===== config.mk =====
export PLATFORM = sky130hd
export DESIGN_NAME = fp16_div_ctrl
export DESIGN_NICKNAME = d
export VERILOG_FILES = /design/src/rtl/fp16_div_ctrl.sv
export SDC_FILE = /design/constraint.sdc
export NUM_CORES = 1
export LEC_CHECK = 0
export ABC_AREA = 1
export BUFFER_PORTS_ARGS = -buffer_cell sky130_fd_sc_hd__buf_2
export CORE_MARGIN = 2
export CORE_UTILIZATION = 45
export CTS_BUF_LIST = sky130_fd_sc_hd__clkbuf_8
export DETAILED_ROUTE_END_ITERATION = 6
export PLACE_DENSITY_LB_ADDON = 0.05
export SETUP_SLACK_MARGIN = 0.15
export SYNTH_ARGS = -nofsm -noshare
export SYNTH_HDL_FRONTEND = slang
export SYNTH_SLANG_ARGS = --single-unit

===== constraint.sdc =====
create_clock -name clk_i -period 4.05 [get_ports clk_i]
set_clock_uncertainty 0.1 [all_clocks]
set_input_delay 0.6075 -clock clk_i [delete_from_list [all_inputs] [get_ports clk_i]]
set_output_delay 0.6075 -clock clk_i [all_outputs]
set_load 0.01 [all_outputs]

===== src/rtl/fp16_div_ctrl.sv =====
// FP16 divide control/format stage: unpacks operands, bypasses special cases, sequences the
// external mantissa divider and packs the quotient. Define FDIV_FLAGS_EN to build exception flags.
module fp16_div_ctrl (
    input  logic        clk_i,
    input  logic        rst_ni,
    input  logic        start_i,
    input  logic [15:0] a_i,
    input  logic [15:0] b_i,
    output logic        busy_o,
    output logic        valid_o,
    output logic [15:0] result_o,
    output logic [3:0]  flags_o,
    output logic        div_st_o,
    output logic [9:0]  div_f1_o,
    output logic [9:0]  div_f2_o,
    input  logic        div_done_i,
    input  logic [10:0] div_f_i
);

    typedef enum logic [2:0] {
        S_IDLE, S_LAUNCH, S_WAIT, S_RELEASE, S_PACK, S_OUT
    } state_t;

    state_t      state_q;
    logic        busy_q, valid_q, div_st_q, sign_q;
    logic [15:0] result_q;
    logic [9:0]  div_f1_q, div_f2_q;
    logic [4:0]  ea_q, eb_q;
    logic [10:0] quot_q;

    logic [4:0]  ea_d, eb_d;
    logic [9:0]  fa_d, fb_d;
    logic        sign_d;
    logic        nan_a_d, nan_b_d, inf_a_d, inf_b_d, zero_a_d, zero_b_d;
    logic        invalid_d, special_d;
    logic [15:0] spec_res_d;

    assign ea_d     = a_i[14:10];
    assign eb_d     = b_i[14:10];
    assign fa_d     = a_i[9:0];
    assign fb_d     = b_i[9:0];
    assign sign_d   = a_i[15] ^ b_i[15];
    assign nan_a_d  = (ea_d == 5'd31) && (fa_d != 10'd0);
    assign nan_b_d  = (eb_d == 5'd31) && (fb_d != 10'd0);
    assign inf_a_d  = (ea_d == 5'd31) && (fa_d == 10'd0);
    assign inf_b_d  = (eb_d == 5'd31) && (fb_d == 10'd0);
    // Subnormals are flushed: any zero exponent counts as zero.
    assign zero_a_d = (ea_d == 5'd0);
    assign zero_b_d = (eb_d == 5'd0);
    assign invalid_d = nan_a_d || nan_b_d || (zero_a_d && zero_b_d) || (inf_a_d && inf_b_d);

    always_comb begin
        special_d  = 1'b1;
        spec_res_d = 16'h7E00;
        if (invalid_d) begin
            spec_res_d = 16'h7E00;
        end else if (inf_a_d || zero_b_d) begin
            spec_res_d = {sign_d, 15'h7C00};
        end else if (zero_a_d || inf_b_d) begin
            spec_res_d = {sign_d, 15'h0000};
        end else begin
            special_d = 1'b0;
        end
    end

    logic signed [6:0] e_raw_d, e_d;
    logic [9:0]        mant_d;
    logic              ovf_d, unf_d;
    logic [15:0]       pack_res_d;

    assign e_raw_d = $signed({2'b00, ea_q}) - $signed({2'b00, eb_q}) + 7'sd15;
    // Quotient below 1.0 needs one left shift of the mantissa and a matching exponent decrement.
    assign e_d     = quot_q[10] ? e_raw_d : e_raw_d - 7'sd1;
    assign mant_d  = quot_q[10] ? quot_q[9:0] : {quot_q[8:0], 1'b0};
    assign ovf_d   = (e_d >= 7'sd31);
    assign unf_d   = (e_d <= 7'sd0);
    assign pack_res_d = ovf_d ? {sign_q, 15'h7C00} :
                        unf_d ? {sign_q, 15'h0000} :
                                {sign_q, e_d[4:0], mant_d};

    always_ff @(posedge clk_i or negedge rst_ni) begin
        if (!rst_ni) begin
            state_q  <= S_IDLE;
            busy_q   <= 1'b0;
            valid_q  <= 1'b0;
            div_st_q <= 1'b0;
            result_q <= 16'h0000;
            div_f1_q <= 10'd0;
            div_f2_q <= 10'd0;
            sign_q   <= 1'b0;
            ea_q     <= 5'd0;
            eb_q     <= 5'd0;
            quot_q   <= 11'd0;
        end else begin
            case (state_q)
                S_IDLE: begin
                    valid_q <= 1'b0;
                    if (start_i) begin
                        sign_q <= sign_d;
                        ea_q   <= ea_d;
                        eb_q   <= eb_d;
                        busy_q <= 1'b1;
                        if (special_d) begin
                            result_q <= spec_res_d;
                            valid_q  <= 1'b1;
                            state_q  <= S_OUT;
                        end else begin
                            div_f1_q <= fa_d;
                            div_f2_q <= fb_d;
                            div_st_q <= 1'b1;
                            state_q  <= S_LAUNCH;
                        end
                    end
                end
                S_LAUNCH: begin
                    div_st_q <= 1'b0;
                    state_q  <= S_WAIT;
                end
                S_WAIT: begin
                    if (div_done_i) begin
                        div_st_q <= 1'b1;
                        state_q  <= S_RELEASE;
                    end
                end
                S_RELEASE: begin
                    div_st_q <= 1'b0;
                    quot_q   <= div_f_i;
                    state_q  <= S_PACK;
                end
                S_PACK: begin
                    result_q <= pack_res_d;
                    valid_q  <= 1'b1;
                    state_q  <= S_OUT;
                end
                S_OUT: begin
                    valid_q <= 1'b0;
                    busy_q  <= 1'b0;
                    state_q <= S_IDLE;
                end
                default: begin
                    state_q <= S_IDLE;
                end
            endcase
        end
    end

`ifdef FDIV_FLAGS_EN
    logic [3:0] flags_q;
    logic       dbz_d;

    assign dbz_d = !invalid_d && !inf_a_d && zero_b_d;

    always_ff @(posedge clk_i or negedge rst_ni) begin
        if (!rst_ni) begin
            flags_q <= 4'b0000;
        end else if (state_q == S_IDLE && start_i && special_d) begin
            flags_q <= {invalid_d, dbz_d, 2'b00};
        end else if (state_q == S_PACK) begin
            flags_q <= {2'b00, ovf_d, unf_d};
        end
    end

    assign flags_o = flags_q;
`else
    assign flags_o = 4'b0000;
`endif

    assign busy_o   = busy_q;
    assign valid_o  = valid_q;
    assign result_o = result_q;
    assign div_st_o = div_st_q;
    assign div_f1_o = div_f1_q;
    assign div_f2_o = div_f2_q;

endmodule


## Word-level counts from Yosys, hierarchy flattened

Cells that the tools add are included.
W data, S select, Z words.

| storage, ports and cells | value |
|---|---|
| bits in registers | 64 |
| latch bits | 0 |
| RAM bits | 0 |
| bits in read-only memories | 0 |
| output and inout port bits | 43 |
| memories | 0 |

| cells by class | value |
|---|---|
| add/subtract/negate cells | 3 |
| multiply operators | 0 |
| div/mod/pow operators | 0 |
| magnitude comparators | 2 |
| equality and inequality tests | 11 |
| shift-type cells | 0 |
| muxes and demuxes | 26 |
| bitwise logic cells | 2 |
| reduce and logical (&&, ||, !) cells | 29 |

Operators with widths:

| operator | count |
|---|---|
| $mux W16 | 5 |
| $pmux W16 S2 | 1 |
| $mux W15 | 2 |
| $logic_not A10 Y1 | 2 |
| $reduce_bool A10 Y1 | 2 |
| $pmux W3 S5 | 1 |
| $eq A5 B5 Y1 const B | 2 |
| $logic_not A5 Y1 | 2 |
| $mux W10 | 1 |
| $mux W1 | 9 |
| $mux W3 | 3 |
| $ne A2 B2 Y1 const B | 4 |
| $add A6 B5 Y7 const B | 1 |
| $ge A7 B6 Y1 const B | 1 |
| $le A7 B1 Y1 const B | 1 |
| $mux W7 | 1 |
| $sub A7 B2 Y7 const B | 1 |
| $eq A3 B2 Y1 const B | 2 |
| $eq A3 B3 Y1 const B | 2 |
| $logic_and A1 B1 Y1 | 6 |
| $pmux W1 S3 | 2 |
| $reduce_and A2 Y1 | 3 |
| $reduce_and A3 Y1 | 2 |
| $reduce_bool A3 Y1 | 2 |
| 10 further kinds | 15 |

## Depth between registers and ports, before layout

| logic depth | value |
|---|---|
| depth in word-level cells | 9 |
| gate-level depth with buffers | 22 |
| depth with buffers taken out | 21 |

## Least setup slack after synthesis

Ideal clock, no wire load.

| timing path | value |
|---|---|
| path type | flip-flop to flip-flop |
| start | reg ea_q[0] |
| end | reg result_q[1], in the netlist result_o[1] |
| setup time | 65 ps |
| arrival time | 2520 ps |
| path slack | 1365 ps |
| stages on the path, launching flop included | 20 |
| buffers on the path | 1 |
| clock period less this slack | 2685 ps |
| path through | dfrtp_1 > inv_1 > ha_1 > inv_1 > fa_1 > inv_1 > ha_1 > nand2_1 > nor2_2 > nand3_1 > nor2_1 > nand2_1 > nand2_1 > inv_2 > nand2_2 > nand3_2 > buf_4 > a21oi_1 > nand2_1 > nand2_1 |

| between the ends | value |
|---|---|
| word-level cells in the longest chain between the ends | 8 |

RTL lines:

| item | RTL line | RTL |
|---|---|---|
| start, declared | 28 | `logic [4:0] ea_q, eb_q;` |
| start signal, assigned | 91 | `ea_q <= 5'd0;` |
| start signal, assigned | 100 | `ea_q <= ea_d;` |
| $sub A5 B5 Y6 * | 71 | `assign e_raw_d = $signed({2'b00, ea_q}) - $signed({2'b00, eb_q}) + 7'sd15;` |
| $add A6 B5 Y7 * | 71 |  |
| $sub A7 B2 Y7 | 73 | `assign e_d = quot_q[10] ? e_raw_d : e_raw_d - 7'sd1;` |
| $mux W7 * | 73 |  |
| $le A7 B1 Y1 | 76 | `assign unf_d = (e_d <= 7'sd0);` |
| $mux W15 | 78 | `unf_d ? {sign_q, 15'h0000} :` |
| $mux W15 * | 77 | `assign pack_res_d = ovf_d ? {sign_q, 15'h7C00} :` |
| $pmux W16 S2 * | 95 | `case (state_q)` |
| end signal, assigned | 104 | `result_q <= spec_res_d;` |
| end signal, assigned | 131 | `result_q <= pack_res_d;` |
| end, declared | 26 | `logic [15:0] result_q;` |

Mark *: on every way between the ends. The rest lies on a longest branch, timed or not.
A chain may end at the register's enable or synchronous reset.

## Final worst setup path

Ends and elaborated chain as after synthesis.

==> run metrics <==
PD cells=941 nW/um^2; register area share after synthesis=a little under half; fin nets=576; vias in the first global route=3,068; Hold WC Path Type=input pin to async pin; Final Hold Vio Count=0; final wirelength=7.77 mm; area of placed instances=between 4000 and 5000 um^2; Layout Area Growth over Synthesis=19.3%; Crit Path Max Fanout=11; Slowest-stage cell, CP=fa_1; starting density of the core=46.1%; mean routed wirelength per cell=12.4 um; commonest non-fill, non-tap cell in the layout=nand2_1; Setup violations, final=0; Die ar.=8550 um^2; Num CTS Buffers=9; CTS Hold Buffers Added=0; distinct cell type count after synthesis=39; Tcrit/Tclk final=73.0%; CP Cell Sequence=inv_1 -> ha_1 -> inv_1 -> fa_1 -> inv_1 -> ha_1 -> nand2_1 -> nor2_2 -> nand3_1 -> nor2_1 -> nand2_1 -> nand2_1 -> inv_2 -> nand2_2 -> nand3_2 -> a21oi_1 -> nand2_1 -> nand2_1; outcome=completed; via count=3,029; # DRC=0; leakage=2.22 nW; max incr delay on CP=between 400 and 500 ps; TritonRoute pass-1 iters=4; ant diodes=0; pin count of the biggest net entering global routing=42; Synth top area share=45.5%; Max-Cap Viols=0; post-synth top area cell=dfrtp_1; most used cell, CP=nand2_1; Chip Width=92.5 um; Synthesis Warnings=0; VDD IR max=between 300 and 400 uV; H-Tree Depth=3; io pins=90; cells after synthesis=~430; Core Box Area=7650 um^2; Place WS=between 1000 and 1500 ps; total grt overflow=0; design area=4200 um^2; IO Port Bufs=85; CP required=around 4200 ps; GPL Wtd Cong=0.817; Post-CTS Resized=0; chip height=92.5 um; flop and latch count out of synthesis=64; clock tree buffer depth=2; 1st-iter DRT viols=122; CTS tree=yes; share of layout cells above drive strength 1=approximately 28%; clk_lat worst skew=340 ps; GRT Resource Usage Total=20.1%; vias per inst=4.82; highest-count cells in the layout ignoring fill and taps=nand2_1, buf_2, dfrtp_1; Post-CTS Setup Bufs=0; RSZ-0062 raised after global routing=false; post-detail-place hpwl=~5.9 mm; worst-margin pin slew=546 ps; first-pass GRT wire length=13.9 mm; Mapped Area=between 3000 and 4000 um^2; Root Buffer=clkbuf_8; top cells by area in the synthesized netlist=dfrtp_1, nand2_1, mux2_2; Final WS setup=1090 ps; # rows=32; Worst setup EP type=flip-flop; DRT antenna net count=0; Setup CP Type=flip-flop to flip-flop; crit path DAT=between 3000 and 4000 ps; Clk pin slew, worst setup/hold paths=80 ps; initial antenna violation count=0; f_max=about 0.34 GHz; Final Non-Filler Cells=628; Slew Viols, Final=0; Worst setup SP type=flip-flop; relative slew slack=63.5%; setup_tns=0 ps; Clock Sinks=64; fin crit period=approximately 3000 ps; dpl cells=slightly above 600; syn_area_per_cell=8.14 um^2
==> flip-flops by register name, summed over array words and instances (netlist names) <==
signal    cells
result_o     16
ea_q          5
busy_o        1
state_q       3
eb_q          5
div_f2_o     10
valid_o       1
div_st_o      1
quot_q       11
sign_q        1
div_f1_o     10
==> layer usage <==
| layer | GRT usage, % | vias up | wire [um] |
|---|---|---|---|
| met3 | 4.39 | 5 | 341 |
| li1 | - | 1554 | - |
| met4 | 5.97 | 0 | 71 |
| met5 | 0 | - | 0 |
| met1 | 25.1 | 1412 | 3540 |
| met2 | 35.0 | 58 | 3810 |
==> report_power, final <==
group / switching [mW] / internal, mW
sequential: 0.194 / 0.951
combinational: 1.44 / 0.838
clock: 0.251 / 0.279
total: 1.89 / 2.07
==> stage by stage <==
stage          hold slack [ps]  utilization (%)  total power [mW]
2_1_floorplan              212                -              2.84
3_3_place_gp               361             52.5              3.38
3_5_place_dp               365             52.5              3.43
4_1_cts                    161             55.0              3.97
5_1_grt                    172             55.0              4.39
6_report                   138             55.0              3.95
==> cell type report <==
type | count | area, um^2
fill | 777 | 3440
tap | 102 | 128
inverter | 45 | 169
clock inverter | 7 | 63.8
multi-input combinational | 313 | 1670
timing repair buffer | 88 | 448
clock buffer | 9 | 124
sequential | 64 | 1600
==> worst paths after layout <==
kind                                         start                        to  slack, ps  cells past startpoint
setup / recovery               ea_q[0]$_DFFE_PN0P_   result_o[1]$_DFFE_PN0P_       1090                     18
hold / removal                              rst_ni   div_f2_o[8]$_DFFE_PN0P_        140                      1
setup reg to reg               ea_q[0]$_DFFE_PN0P_   result_o[1]$_DFFE_PN0P_       1090                     18
hold reg to reg            result_o[4]$_DFFE_PN0P_   result_o[4]$_DFFE_PN0P_        380                      2
max in group asynchronous                   rst_ni  result_o[11]$_DFFE_PN0P_       2770                      2
min in group clk_i         result_o[4]$_DFFE_PN0P_   result_o[4]$_DFFE_PN0P_        380                      2
==> synthesized netlist by cell type <==
| cell type | instances |
|---|---|
| clkinv_1 | 1 |
| o21ai_1 | 1 |
| mux2_2 | 24 |
| or2_0 | 1 |
| nor2_2 | 1 |
| dfrtp_1 | 64 |
| o211ai_1 | 1 |
| inv_2 | 1 |
| nand3_1 | 28 |
| buf_1 | 1 |
| o21a_1 | 2 |
| buf_6 | 2 |
| nand3b_1 | 2 |
| or2_2 | 2 |
| nand2_1 | 132 |
| o21ai_2 | 1 |
| inv_1 | 43 |
| nor2_8 | 1 |
| a21oi_2 | 4 |
| nor2_1 | 49 |
| fa_1 | 1 |
| nand2_2 | 5 |
| dlygate4sd1_1 | 1 |
| xor2_1 | 2 |
| o32ai_1 | 1 |
| buf_4 | 6 |
| nand3_2 | 2 |
| buf_2 | 2 |
| o21ai_0 | 13 |
| nor3_1 | 4 |
| a21oi_1 | 15 |
| clkbuf_1 | 2 |
| a22oi_1 | 2 |
| mux2_1 | 3 |
| conb_1 | 1 |
| nand4_1 | 2 |
| ha_1 | 7 |
| a211oi_1 | 2 |
| xnor2_1 | 1 |
==> critical path: cells and delay by family, from the launching register on <==
| family | cells | cell delay (ps) |
|---|---|---|
| DFF | 1 | 360 |
| AOI/OAI and AO/OA | 1 | 200 |
| adders and majority gates | 3 | 960 |
| buffers and inverters | 4 | 260 |
| and+or+nand+nor | 10 | 1000 |
==> cell families after synthesis <==
family | after synthesis | synth area share, %
buf+inv | 59 | 7.56
other cells | 1 | 0.106
simple gates | 229 | 27.3
mux | 27 | 8.63
fa+ha+maj | 8 | 3.05
flops | 64 | 45.5
xor+xnor | 3 | 0.746
compound gates | 42 | 7.10
Note: power is estimated with default switching activity, not from simulation.
